[src/rtl/execute_alu_shift_pipe_pkg.sv]
// Shared opcode constants for the execute-cluster shifter, plus the helpers
// that split the binary shift steps across the pipeline stages.
package execute_alu_shift_pipe_pkg;

  localparam int ALU_SHIFT_OP_W = 3;

  localparam logic [ALU_SHIFT_OP_W-1:0] ALU_SHIFT_SLL = 3'd0;
  localparam logic [ALU_SHIFT_OP_W-1:0] ALU_SHIFT_SRL = 3'd1;
  localparam logic [ALU_SHIFT_OP_W-1:0] ALU_SHIFT_SRA = 3'd2;
  localparam logic [ALU_SHIFT_OP_W-1:0] ALU_SHIFT_ROL = 3'd3;
  localparam logic [ALU_SHIFT_OP_W-1:0] ALU_SHIFT_ROR = 3'd4;

  // Earlier stages absorb the remainder when saw does not divide evenly.
  function automatic int stage_nstep(input int saw, input int stages, input int idx);
    return (saw / stages) + ((idx < (saw % stages)) ? 1 : 0);
  endfunction

  function automatic int stage_first(input int saw, input int stages, input int idx);
    return (idx * (saw / stages)) + ((idx < (saw % stages)) ? idx : (saw % stages));
  endfunction

endpackage

[src/rtl/execute_alu_shift_stage.sv]
// Combinational slice of the barrel shifter: applies steps 2^k for
// k = FIRST_STEP .. FIRST_STEP+NUM_STEPS-1 selected by the local amount bits.
module execute_alu_shift_stage
  import execute_alu_shift_pipe_pkg::*;
#(
  parameter int WIDTH      = 32,
  parameter int FIRST_STEP = 0,
  parameter int NUM_STEPS  = 1
) (
  input  logic [WIDTH-1:0]          data_i,
  input  logic [NUM_STEPS-1:0]      sa_i,
  input  logic [ALU_SHIFT_OP_W-1:0] op_i,
  output logic [WIDTH-1:0]          data_o
);

  logic [WIDTH-1:0] acc;

  // ROL never reaches here: it is rewritten as ROR upstream. Unused codes fall to SLL.
  function automatic logic [WIDTH-1:0] shift_step(input logic [WIDTH-1:0] x,
                                                  input logic [ALU_SHIFT_OP_W-1:0] op,
                                                  input int amt);
    logic signed [WIDTH-1:0] xs;
    logic [WIDTH-1:0]        r;
    xs = x;
    case (op)
      ALU_SHIFT_SRL: r = x >> amt;
      ALU_SHIFT_SRA: r = xs >>> amt;
      ALU_SHIFT_ROR: r = (x >> amt) | (x << (WIDTH - amt));
      default:       r = x << amt;
    endcase
    return r;
  endfunction

  always_comb begin
    acc = data_i;
    for (int j = 0; j < NUM_STEPS; j++) begin
      if (sa_i[j]) acc = shift_step(acc, op_i, 1 << (FIRST_STEP + j));
    end
    data_o = acc;
  end

endmodule

[src/rtl/execute_alu_shift_pipe.sv]
// Pipelined SLL/SRL/SRA/ROL/ROR shifter with valid/ready handshake, tag
// passthrough and flush; the shift steps are spread over STAGES registers.
module execute_alu_shift_pipe
  import execute_alu_shift_pipe_pkg::*;
#(
  parameter int  WIDTH  = 32,
  parameter int  STAGES = 2,
  parameter int  TAG_W  = 6,
  localparam int SAW    = $clog2(WIDTH)
) (
  input  logic                      clk,
  input  logic                      resetn,
  input  logic                      flush,
  input  logic                      in_valid,
  output logic                      in_ready,
  input  logic [WIDTH-1:0]          d0,
  input  logic [SAW-1:0]            sa0,
  input  logic [SAW-1:0]            sa1,
  input  logic                      sa_sel,
  input  logic [ALU_SHIFT_OP_W-1:0] sel,
  input  logic [TAG_W-1:0]          in_tag,
  output logic                      out_valid,
  input  logic                      out_ready,
  output logic [WIDTH-1:0]          s0,
  output logic [TAG_W-1:0]          out_tag
);

  logic [STAGES-1:0] v_q, v_d;
  logic [STAGES-1:0] load, up_v, ld_en;

  logic [WIDTH-1:0]          data_q [STAGES];
  logic [TAG_W-1:0]          tag_q  [STAGES];
  logic [SAW-1:0]            sa_q   [STAGES];
  logic [ALU_SHIFT_OP_W-1:0] op_q   [STAGES];

  logic [WIDTH-1:0]          st_din  [STAGES];
  logic [WIDTH-1:0]          st_dout [STAGES];
  logic [TAG_W-1:0]          st_tag  [STAGES];
  logic [SAW-1:0]            st_sa   [STAGES];
  logic [ALU_SHIFT_OP_W-1:0] st_op   [STAGES];

  logic [SAW-1:0] sa_raw;
  logic           full;

  // ROL by n equals ROR by (WIDTH - n) mod WIDTH, which is -n in SAW bits.
  always_comb begin
    sa_raw    = sa_sel ? sa1 : sa0;
    st_din[0] = d0;
    st_tag[0] = in_tag;
    st_sa[0]  = sa_raw;
    st_op[0]  = sel;
    up_v[0]   = in_valid;
    if (sel == ALU_SHIFT_ROL) begin
      st_sa[0] = -sa_raw;
      st_op[0] = ALU_SHIFT_ROR;
    end
    for (int i = 1; i < STAGES; i++) begin
      st_din[i] = data_q[i-1];
      st_tag[i] = tag_q[i-1];
      st_sa[i]  = sa_q[i-1];
      st_op[i]  = op_q[i-1];
      up_v[i]   = v_q[i-1];
    end
  end

  // A stage can load unless it and every stage after it are full and the
  // consumer is stalling; this avoids a bit-to-bit ripple through load[].
  always_comb begin
    full = 1'b1;
    for (int i = STAGES - 1; i >= 0; i--) begin
      full    = full & v_q[i];
      load[i] = ~full | out_ready;
    end
    for (int i = 0; i < STAGES; i++) begin
      ld_en[i] = load[i] & up_v[i];
      v_d[i]   = flush ? 1'b0 : (load[i] ? up_v[i] : v_q[i]);
    end
    in_ready = load[0] | flush;
  end

  for (genvar g = 0; g < STAGES; g++) begin : g_stage
    localparam int FIRST = stage_first(SAW, STAGES, g);
    localparam int NSTEP = stage_nstep(SAW, STAGES, g);

    execute_alu_shift_stage #(
      .WIDTH     (WIDTH),
      .FIRST_STEP(FIRST),
      .NUM_STEPS (NSTEP)
    ) u_stage (
      .data_i(st_din[g]),
      .sa_i  (st_sa[g][FIRST +: NSTEP]),
      .op_i  (st_op[g]),
      .data_o(st_dout[g])
    );
  end

  // Stage registers
  always_ff @(posedge clk or negedge resetn) begin
    if (!resetn) begin
      v_q <= '0;
      for (int i = 0; i < STAGES; i++) begin
        data_q[i] <= '0;
        tag_q[i]  <= '0;
        sa_q[i]   <= '0;
        op_q[i]   <= '0;
      end
    end else begin
      v_q <= v_d;
      for (int i = 0; i < STAGES; i++) begin
        if (ld_en[i]) begin
          data_q[i] <= st_dout[i];
          tag_q[i]  <= st_tag[i];
          sa_q[i]   <= st_sa[i];
          op_q[i]   <= st_op[i];
        end
      end
    end
  end

  assign out_valid = v_q[STAGES-1];
  assign s0        = data_q[STAGES-1];
  assign out_tag   = tag_q[STAGES-1];

endmodule

[config.mk]
export PLATFORM = sky130hd
export DESIGN_NAME = execute_alu_shift_pipe
export DESIGN_NICKNAME = d
export VERILOG_FILES = /design/src/rtl/execute_alu_shift_pipe_pkg.sv /design/src/rtl/execute_alu_shift_stage.sv /design/src/rtl/execute_alu_shift_pipe.sv
export SDC_FILE = /design/constraint.sdc
export NUM_CORES = 1
export LEC_CHECK = 0
export CAP_MARGIN = 20
export CORE_AREA = 2 2 142 144
export DETAILED_ROUTE_END_ITERATION = 10
export DIE_AREA = 0 0 144 146
export PLACE_DENSITY = 0.69
export SETUP_SLACK_MARGIN = 0.5
export SLEW_MARGIN = 5
export SYNTH_ARGS = -nofsm -noshare
export SYNTH_HDL_FRONTEND = slang
export SYNTH_HIERARCHICAL = 1
export SYNTH_SLANG_ARGS = --single-unit
[constraint.sdc]
create_clock -name clk -period 3 [get_ports clk]
set_input_delay 0.6 -clock clk [delete_from_list [all_inputs] [get_ports clk]]
set_output_delay 0.6 -clock clk [all_outputs]
set_load 0.03 [all_outputs]
==> impl_metrics.csv, run 1 <==
group,metric,value,unit
clocking,clk_path_buf_depth,2,
placed_design,place_hpwl,24200,um
grt,globalRouteTotalUtil,32.4,%
worst_setup_path,required,3.22,ns
synthesis,synth_flop_cell,"dfrtp_1",
detailed_routing,vias,9849,
layout,utilization,66.0,%
die,rows,51,
synthesis,ys_warn_count,6,
grt,grt_overflow_total,0,
sta,worstMarginPinSlew,0.777,ns
detailed_routing,drt_iter0_drc,1128,
pwr,p_clk_share,17.1,%
synthesis,syn_avg_cell_area,8.52,um2
pwr,combinationalPowerShare,57.2,%
clocking,cts_hold_buf,0,
sta,rsz0062_at_grt,"true",
pwr,p_leak,5.32,nW
grt,grt_start_max_net_pins,84,
layout,finish.cell_count_without_fillers,1503,
hold_path,hold_class,"input port to async pin",
worst_setup_path,critPathMaxFanout,5,
detailed_routing,first_pass_iters,5,
outcome,status,"finished clean",
synthesis,ys_seq_elements,83,
sta,relSlewSlack,48.0,%
sta,finalSetupViolCount,0,
grt,grt_pass1_wl,53400,um
clocking,htreeDepth,3,
layout,fillCellCount,1545,
sta,fin_crit_sh,92.9,%
die,core,19300,um2
sta,max_freq,0.359,GHz
die,dieHeight,146,um
grt,antenna_found_initial,0,
detailed_routing,routed_wl,35300,um
detailed_routing,wl_per_cell,23.5,um
synthesis,synthesis.instances,987,
sta,hold_ws,0.234,ns
die,ioPinCount,97,
run,cap_violations,0,
sta,slew_violations,0,
die,die_w,144,um
synthesis,yosysSeqAreaShare,24.7,%
layout,drive_above_1_share,44.3,%
pwr,power_density,578,nW/um2
synthesis,synth-edff-count,0,
synthesis,yosysUniqueCellTypes,85,
grt,grt_pass1_vias,9490,
placed_design,place_inst,1427,
clocking,cts_tree,"built",
worst_setup_path,worstPathArrival,3.01,ns
synthesis,synth_area,8410,um2
layout,antenna_cells,0,
worst_setup_path,crit_path_end_kind,"flop",
sta,finClkSkew,0.00603,ns
placed_design,gp_congestion,1.02,
worst_setup_path,criticalPathCategory,"input port to flop",
pwr,netSwitchingFraction,41.5,%
synthesis,synth_async_sr_flop_share,100,%
pwr,pwr-share-seq,25.7,%
clocking,cts_sinks,83,
pwr,p_int,4.32,mW
sta,finalCriticalPeriod,2.79,ns
synthesis,syn-num-nets,1045,
placed_design,port_buffers,96,
layout,syn2layout_area_growth,51.8,%
worst_setup_path,crit_path_start_kind,"input port",
pwr,p_switching,3.06,mW
die,start_util,43.5,%
pwr,p_total,7.38,mW
clocking,cts.clk_slew.worst_paths,0.06,ns
clocking,cts_buffers,9,
detailed_routing,avgViaCountPerCell,6.55,
sta,hold_viol,0,
pwr,peakVddDrop,0.311,mV
die,die_area,21000,um2
detailed_routing,remaining_drc_errors,0,
clocking,root_buffer,"clkbuf_16",
clocking,clk_latency,0.34,ns
detailed_routing,drt.antenna.violating_nets,0,
layout,finalNetCount,1291,
-- cells in the final DEF (no fill, tap or decap), types with 11 or more instances in the layout --
| cell type | Yosys | routed |
|---|---|---|
| buf_4 | 38 | 202 |
| clkdlybuf4s50_1 | 0 | 86 |
| dfrtp_1 | 83 | 82 |
| nand2_1 | 93 | 72 |
| nor2_1 | 78 | 68 |
| mux2_2 | 44 | 42 |
| buf_6 | 9 | 42 |
| mux2_4 | 38 | 40 |
| a21oi_1 | 53 | 36 |
| mux2i_1 | 38 | 35 |
| nand3_1 | 36 | 35 |
| a211oi_1 | 47 | 32 |
| a31oi_1 | 37 | 26 |
| o211ai_1 | 20 | 20 |
| inv_1 | 21 | 18 |
| nand4_1 | 16 | 16 |
| buf_12 | 0 | 16 |
| o21ai_0 | 33 | 15 |
| a211oi_2 | 4 | 15 |
| a21o_1 | 12 | 12 |
| nand2_4 | 0 | 12 |
| a21oi_2 | 1 | 11 |
-- metal layers --
| metal | global-route usage, % | wire length (um) | up-vias | part of all wire, % |
|---|---|---|---|---|
| met3 | 5.99 | 3350 | 207 | 9.5 |
| li1 | - | - | 4252 | - |
| met2 | 52.2 | 16100 | 760 | 46 |
| met4 | 14.3 | 2230 | 0 | 6.3 |
| met1 | 42.0 | 13600 | 4630 | 39 |
| met5 | 0 | 0 | - | 0 |
-- final cells by class --
| class | instances | area [um2] | area share, % |
|---|---|---|---|
| multi-input combinational | 754 | 6520 | 51.1 |
| inverter | 23 | 88.8 | 0.696 |
| timing repair buffer | 362 | 3410 | 26.7 |
| clock buffer | 10 | 229 | 1.79 |
| clock inverter | 6 | 114 | 0.892 |
| sequential | 83 | 2080 | 16.3 |
| tap | 265 | 332 | 2.60 |
-- repair_timing --
item	CTS	global route
gates resized for setup	222	77
buffers inserted	43	10
pin swaps	71	53
endpoints found under the setup margin	33	36
gates cloned	5	1
-- cells in the mapped netlist, drive strengths merged, types with 23 or more instances --
cell	n	share of area [%]
dfrtp	83	25
a211oi	51	4.8
a31oi	37	2.8
mux2	82	13
nand2	93	4.1
nand3	36	2.1
mux2i	38	4.5
inv	23	1.0
clkbuf	46	2.1
buf	81	6.6
o21ai	34	2.1
nor2	78	3.5
a21oi	55	3.5
-- state kept, by name (all words and copies together) (netlist names) --
signal   count
sa_q         2
s0          32
op_q         3
st_tag       6
v_q          2
out_tag      6
data_q      32
-- logic make-up after synthesis --
logic type / share of synthesized area (%)
XOR/XNOR: 0.744
adder cells (fa/ha/maj): 0.149
multiplexers: 19.1
buffers and inverters: 9.71
AND/OR/NAND/NOR: 17.1
flip-flops: 24.7
AO/OA/AOI/OAI: 28.5
-- power groups by stage --
stage	Clock [mW]	Sequential [mW]	Combinational [mW]
after floorplan	0	1.76	2.50
after global placement	0	1.88	3.51
after detailed placement	0	1.90	3.54
after CTS	1.29	1.88	3.97
after global routing	1.34	1.93	4.42
final	1.26	1.90	4.22
-- critical path: stages --
cell and delay (ns):
buf_6 0.09, nand3b_1 0.19, and2_4 0.20, buf_12 0.14, xor2_4 0.18, a21oi_4 0.27
buf_4 0.17, nand2_2 0.08, o221a_4 0.31, nor4_4 0.30, buf_4 0.16, a211oi_1 0.03
mux2_4 0.27
-- path summary, 6_finish.rpt --
kind | to | slack [ns] | startpoint | depth (start not counted)
min | s0[5]$_DFFE_PN0P_ | 0.23 | resetn | 1
max in group asynchronous | op_q[4]$_DFFE_PN0P_ | 2.15 | resetn | 2
max reg2reg | s0[18]$_DFFE_PN0P_ | 0.61 | op_q[5]$_DFFE_PN0P_ | 6
min in group clk | s0[20]$_DFFE_PN0P_ | 0.50 | s0[20]$_DFFE_PN0P_ | 1
min reg2reg | s0[20]$_DFFE_PN0P_ | 0.50 | s0[20]$_DFFE_PN0P_ | 1
max | data_q[51]$_DFFE_PN0P_ | 0.21 | sel[2] | 13
-- stage by stage --
| step | TNS [ns] | area, um2 | worst slack (ns) |
|---|---|---|---|
| global placement | -11.63 | 10700 | -0.479 |
| CTS | 0 | 12300 | 0.243 |
| floorplan | 0 | 8580 | 0.0512 |
| detailed placement | -12.48 | 10700 | -0.505 |
| finish | 0 | 12800 | 0.214 |
| global route | 0 | 12800 | 0.193 |
Note: power is estimated with default switching activity, not from simulation.
==> inputs of run 2 (changes only) <==
--- a/config.mk
+++ b/config.mk
@@ -9,9 +9,10 @@
 export CORE_AREA = 2 2 142 144
 export DETAILED_ROUTE_END_ITERATION = 10
 export DIE_AREA = 0 0 144 146
+export HOLD_SLACK_MARGIN = 0.08
 export PLACE_DENSITY = 0.69
 export SETUP_SLACK_MARGIN = 0.5
-export SLEW_MARGIN = 5
+export SLEW_MARGIN = 20
 export SYNTH_ARGS = -nofsm -noshare
 export SYNTH_HDL_FRONTEND = slang
 export SYNTH_HIERARCHICAL = 1
==> impl_metrics.csv, run 2 (synthesis gave the netlist of run 1 again) <==
group,metric,value,unit
detailed_routing,first_pass_iters,5,
worst_setup_path,crit_path_start_kind,"input port",
pwr,power_density,578,nW/um2
grt,antenna_found_initial,0,
sta,rsz0062_at_grt,"true",
pwr,p_clk_share,17.1,%
detailed_routing,vias,9867,
pwr,p_int,4.31,mW
die,core,19300,um2
layout,syn2layout_area_growth,51.6,%
worst_setup_path,rr_worst_depth,6,
pwr,netSwitchingFraction,41.5,%
clocking,clk_path_buf_depth,2,
grt,grt_overflow_total,0,
die,rows,51,
pwr,p_switching,3.06,mW
layout,finish.cell_count_without_fillers,1502,
layout,antenna_cells,0,
pwr,p_leak,5.32,nW
worst_setup_path,reg2reg_from,"op_q[5]$_DFFE_PN0P_",
layout,final_area,12800,um2
worst_setup_path,r2r_slack,0.62,ns
placed_design,place_area,10700,um2
detailed_routing,drt.antenna.violating_nets,0,
sta,slew_violations,0,
placed_design,place_inst,1427,
clocking,cts_tree,"built",
die,die_w,144,um
run,cap_violations,0,
hold_path,hold_class,"input port to async pin",
sta,hold_ws,0.285,ns
sta,hold_viol,0,
worst_setup_path,r2r_end,"s0[18]$_DFFE_PN0P_",
grt,grt_pass1_wl,53400,um
clocking,cts_buffers,9,
clocking,root_buffer,"clkbuf_16",
placed_design,port_buffers,96,
sta,finalCriticalPeriod,2.77,ns
clocking,htreeDepth,3,
layout,mostFrequentLayoutCell,"buf_4",
sta,relSlewSlack,47.9,%
placed_design,gp_congestion,1.02,
layout,drive_above_1_share,44.3,%
sta,fin_crit_sh,92.4,%
die,ioPinCount,97,
sta,worstMarginPinSlew,0.779,ns
worst_setup_path,criticalPathCategory,"input port to flop",
sta,max_freq,0.361,GHz
worst_setup_path,crit_path_end_kind,"flop",
worst_setup_path,critPathMaxFanout,5,
die,start_util,43.5,%
clocking,clk_latency,0.34,ns
layout,final_cell_mix,"201 x buf_4, 86 x clkdlybuf4s50_1, 82 x dfrtp_1",
detailed_routing,wl_per_cell,23.4,um
pwr,combinationalPowerShare,57.2,%
sta,finalSetupViolCount,0,
worst_setup_path,worstPathArrival,2.99,ns
die,die_area,21000,um2
layout,utilization,66.0,%
pwr,pwr-share-seq,25.7,%
grt,grt_start_max_net_pins,84,
detailed_routing,avgViaCountPerCell,6.57,
worst_setup_path,required,3.22,ns
pwr,peakVddDrop,0.311,mV
grt,grt_pass1_vias,9490,
sta,finClkSkew,0.00553,ns
detailed_routing,drt_iter0_drc,1155,
grt,globalRouteTotalUtil,32.4,%
detailed_routing,routed_wl,35200,um
detailed_routing,remaining_drc_errors,0,
clocking,cts_sinks,83,
placed_design,pre_cts_ws,-0.505,ns
placed_design,place_hpwl,24200,um
layout,finalNetCount,1290,
clocking,cts.clk_slew.worst_paths,0.06,ns
die,dieHeight,146,um
sta,fin_ws,0.229,ns
outcome,status,"finished clean",
==> run 2: critical path: stages <==
cell      delay [ns]
buf_6           0.09
nand3b_1        0.19
and2_4          0.20
buf_12          0.14
xor2_4          0.18
a21oi_4         0.27
buf_4           0.17
nand2_2         0.08
o221a_4         0.31
nor4_4          0.29
buf_4           0.16
a211oi_1        0.03
mux2_4          0.27
==> run 2: final cells by class <==
type / instances / area, um2
Clock inverter: 6 / 114
Fill cell: 1547 / 6580
Tap cell: 265 / 332
Inverter: 23 / 88.8
Sequential cell: 83 / 2080
Clock buffer: 10 / 229
Timing Repair Buffer: 361 / 3390
Multi-Input combinational cell: 754 / 6520
==> run 2: through the flow <==
| step | power, mW | TNS, ns |
|---|---|---|
| final | 7.37 | 0 |
| after global routing | 7.68 | 0 |
| after CTS | 7.14 | 0 |
| after detailed placement | 5.44 | -12.48 |
| after global placement | 5.40 | -11.63 |
| after floorplan | 4.25 | 0 |
==> run 2: what timing repair did <==
action,4_1_cts,5_1_grt
gates cloned,5,1
setup endpoints to repair,33,36
gates resized for setup,222,77
hold buffers,0,0
pin swaps,71,53
buffers inserted,43,10
==> run 2: how the worst max path moves through the flow <==
| stage | from | to | slack, ns | depth (start not counted) |
|---|---|---|---|---|
| after floorplan | sel[2] | data_q[54]$_DFFE_PN0P_ | 0.05 | 11 |
| after global placement | sa_sel | data_q[45]$_DFFE_PN0P_ | -0.48 | 14 |
| after detailed placement | sa_sel | data_q[53]$_DFFE_PN0P_ | -0.50 | 12 |
| after CTS | sel[2] | data_q[48]$_DFFE_PN0P_ | 0.24 | 11 |
| after global routing | sel[2] | data_q[51]$_DFFE_PN0P_ | 0.19 | 13 |
| final | sel[2] | data_q[51]$_DFFE_PN0P_ | 0.23 | 13 |
==> run 2: power by group through the flow <==
stage | sequential (mW) | combinational [mW] | clock (mW)
6_report | 1.90 | 4.21 | 1.26
5_1_grt | 1.93 | 4.41 | 1.34
4_1_cts | 1.88 | 3.97 | 1.29
3_5_place_dp | 1.90 | 3.54 | 0
3_3_place_gp | 1.88 | 3.51 | 0
2_1_floorplan | 1.76 | 2.50 | 0
==> run 2: routing by layer <==
layer	part of all wire, %	vias to the layer above	GRT usage [%]	wire length [um]
li1	-	4256	-	-
met1	39	4657	42.0	13500
met5	0	-	0	0
met3	9.3	204	5.99	3260
met2	46	750	52.2	16200
met4	6.2	0	14.3	2190
==> inputs of run 3 (changes only) <==
--- a/config.mk
+++ b/config.mk
@@ -6,14 +6,15 @@
 export NUM_CORES = 1
 export LEC_CHECK = 0
 export CAP_MARGIN = 20
-export CORE_AREA = 2 2 142 144
+export CORE_AREA = 2 2 127 129
 export DETAILED_ROUTE_END_ITERATION = 10
-export DIE_AREA = 0 0 144 146
+export DIE_AREA = 0 0 129 131
 export HOLD_SLACK_MARGIN = 0.08
-export PLACE_DENSITY = 0.69
+export PLACE_DENSITY = 0.83
 export SETUP_SLACK_MARGIN = 0.5
 export SLEW_MARGIN = 20
 export SYNTH_ARGS = -nofsm -noshare
 export SYNTH_HDL_FRONTEND = slang
 export SYNTH_HIERARCHICAL = 1
 export SYNTH_SLANG_ARGS = --single-unit
+export TNS_END_PERCENT = 1
==> impl_metrics.csv, run 3 (synthesis gave the netlist of run 1 again) <==
group,metric,value,unit
grt,globalRouteTotalUtil,38.4,%
worst_setup_path,crit_top_cell,"buf_4",
layout,mostFrequentLayoutCell,"buf_4",
worst_setup_path,crit_path_start_kind,"input port",
detailed_routing,avgViaCountPerCell,6.84,
detailed_routing,vias,9674,
worst_setup_path,r2r_slack,0.54,ns
sta,worstMarginPinSlew,0.744,ns
sta,hold_ws,0.292,ns
die,ioPinCount,97,
pwr,p_leak,4.86,nW
placed_design,place_inst,1371,
pwr,combinationalPowerShare,55.7,%
clocking,cts.clk_slew.worst_paths,0.06,ns
layout,syn2layout_area_growth,35.4,%
placed_design,place_area,10500,um2
clocking,cts_sinks,83,
grt,grt_overflow_total,0,
placed_design,gp_congestion,1.05,
worst_setup_path,rr_worst_depth,5,
detailed_routing,routed_wl,32400,um
placed_design,pre_cts_ws,-0.565,ns
die,rows,46,
pwr,p_total,6.76,mW
grt,grt_start_max_net_pins,84,
worst_setup_path,critPathMaxFanout,10,
detailed_routing,drt_iter0_drc,1677,
sta,finalSetupViolCount,0,
sta,fin_ws,0.159,ns
clocking,cts_hold_buf,0,
detailed_routing,remaining_drc_errors,0,
pwr,pwr-share-seq,28.0,%
grt,antenna_found_initial,0,
worst_setup_path,crit_path_end_kind,"flop",
detailed_routing,drt.antenna.violating_nets,0,
detailed_routing,first_pass_iters,6,
layout,final_area,11400,um2
sta,finalCriticalPeriod,2.84,ns
worst_setup_path,criticalPathCategory,"input port to flop",
worst_setup_path,reg2reg_from,"op_q[4]$_DFFE_PN0P_",
layout,final_cell_mix,"200 x buf_4, 92 x nand2_1, 87 x clkdlybuf4s50_1",
die,core,15600,um2
layout,finish.cell_count_without_fillers,1414,
sta,fin_crit_sh,94.7,%
detailed_routing,wl_per_cell,22.9,um
clocking,htreeDepth,3,
pwr,p_int,3.91,mW
hold_path,hold_class,"input port to async pin",
pwr,p_switching,2.85,mW
clocking,cts_buffers,9,
clocking,clk_path_buf_depth,2,
sta,fin_tns_setup,0,ns
layout,finalNetCount,1251,
clocking,clk_latency,0.34,ns
die,die_w,129,um
placed_design,place_hpwl,23400,um
grt,grt_pass1_vias,9204,
layout,utilization,73.0,%
outcome,status,"finished clean",
grt,grt_pass1_wl,50200,um
worst_setup_path,required,3.23,ns
worst_setup_path,r2r_end,"s0[17]$_DFFE_PN0P_",
sta,finClkSkew,0.00887,ns
pwr,peakVddDrop,0.364,mV
sta,relSlewSlack,50.4,%
sta,hold_viol,0,
die,start_util,53.9,%
sta,max_freq,0.352,GHz
worst_setup_path,cpMaxStageDelayCell,"a311o_1",
clocking,root_buffer,"clkbuf_16",
sta,rsz0062_at_grt,"true",
die,die_area,16900,um2
layout,drive_above_1_share,33.6,%
clocking,cts_tree,"built",
layout,antenna_cells,0,
placed_design,port_buffers,96,
die,dieHeight,131,um
worst_setup_path,cpPeakStageDelay,0.35,ns
sta,slew_violations,0,
run,cap_violations,0,
pwr,p_clk_share,16.3,%
worst_setup_path,worstPathArrival,3.07,ns
pwr,power_density,594,nW/um2
pwr,netSwitchingFraction,42.2,%
worst_setup_path,worstPathCellList,"clkdlybuf4s15_1, mux2i_1, buf_4, buf_4, inv_6, bufbuf_16, nand2_1, a221oi_1, a311o_1, o21ai_1, o311ai_2, a221o_1, mux2_4",
==> run 3: cell types whose count changed in the layout (fill, tap and decap cells not counted), sizes merged <==
cell	previous run	this run
buf	273	227
bufbuf	0	3
bufinv	3	1
clkbuf	11	9
clkdlybuf4s50	86	87
clkinvlp	2	4
dlygate4sd2	0	4
inv	23	24
==> run 3: how the worst max path moves through the flow <==
| stage | depth (start not counted) | slack [ns] | start | endpoint |
|---|---|---|---|---|
| 3_3_place_gp | 12 | -0.48 | sa_sel | data_q[53]$_DFFE_PN0P_ |
| 2_1_floorplan | 11 | 0.05 | sel[2] | data_q[54]$_DFFE_PN0P_ |
| 5_1_grt | 14 | 0.05 | sa_sel | data_q[60]$_DFFE_PN0P_ |
| 3_5_place_dp | 11 | -0.57 | sel[2] | data_q[45]$_DFFE_PN0P_ |
| 4_1_cts | 13 | 0.23 | sel[2] | data_q[48]$_DFFE_PN0P_ |
| 6_report | 13 | 0.16 | sa_sel | data_q[48]$_DFFE_PN0P_ |
==> run 3: cell type report <==
cell class / count / area [um2]
clock buffer: 9 / 225
tap: 216 / 270
timing repair buffer: 322 / 2900
fill: 1149 / 4210
sequential: 83 / 2080
multi-input combinational: 754 / 5750
clock inverter: 7 / 77.6
inverter: 23 / 93.8
==> run 3: per-layer routing <==
layer | GRT usage, % | routed length (um)
met5 | 0 | 0
met3 | 8.14 | 3440
met4 | 22.4 | 2060
met2 | 63.1 | 14800
met1 | 46.7 | 12100
==> run 3: repair_timing <==
action	CTS	global route
endpoints found under the setup margin	33	33
endpoints found under the hold margin	0	0
pin swaps	24	6
resized for setup	83	5
gates cloned	3	0
buffers inserted	23	1
==> run 3: worst max-delay path, delay by kind of cell <==
| family | cells | cell delay (ns) |
|---|---|---|
| AO/OA/AOI/OAI | 5 | 1.02 |
| buffers and inverters | 5 | 0.85 |
| multiplexers | 2 | 0.54 |
| AND/OR/NAND/NOR | 1 | 0.06 |
==> run 3: power by group through the flow <==
stage | Clock (mW) | Sequential, mW | Combinational (mW)
2_1_floorplan | 0 | 1.76 | 2.47
3_3_place_gp | 0 | 1.87 | 3.44
3_5_place_dp | 0 | 1.89 | 3.50
4_1_cts | 1.12 | 1.87 | 3.67
5_1_grt | 1.17 | 1.93 | 3.96
6_report | 1.10 | 1.89 | 3.77
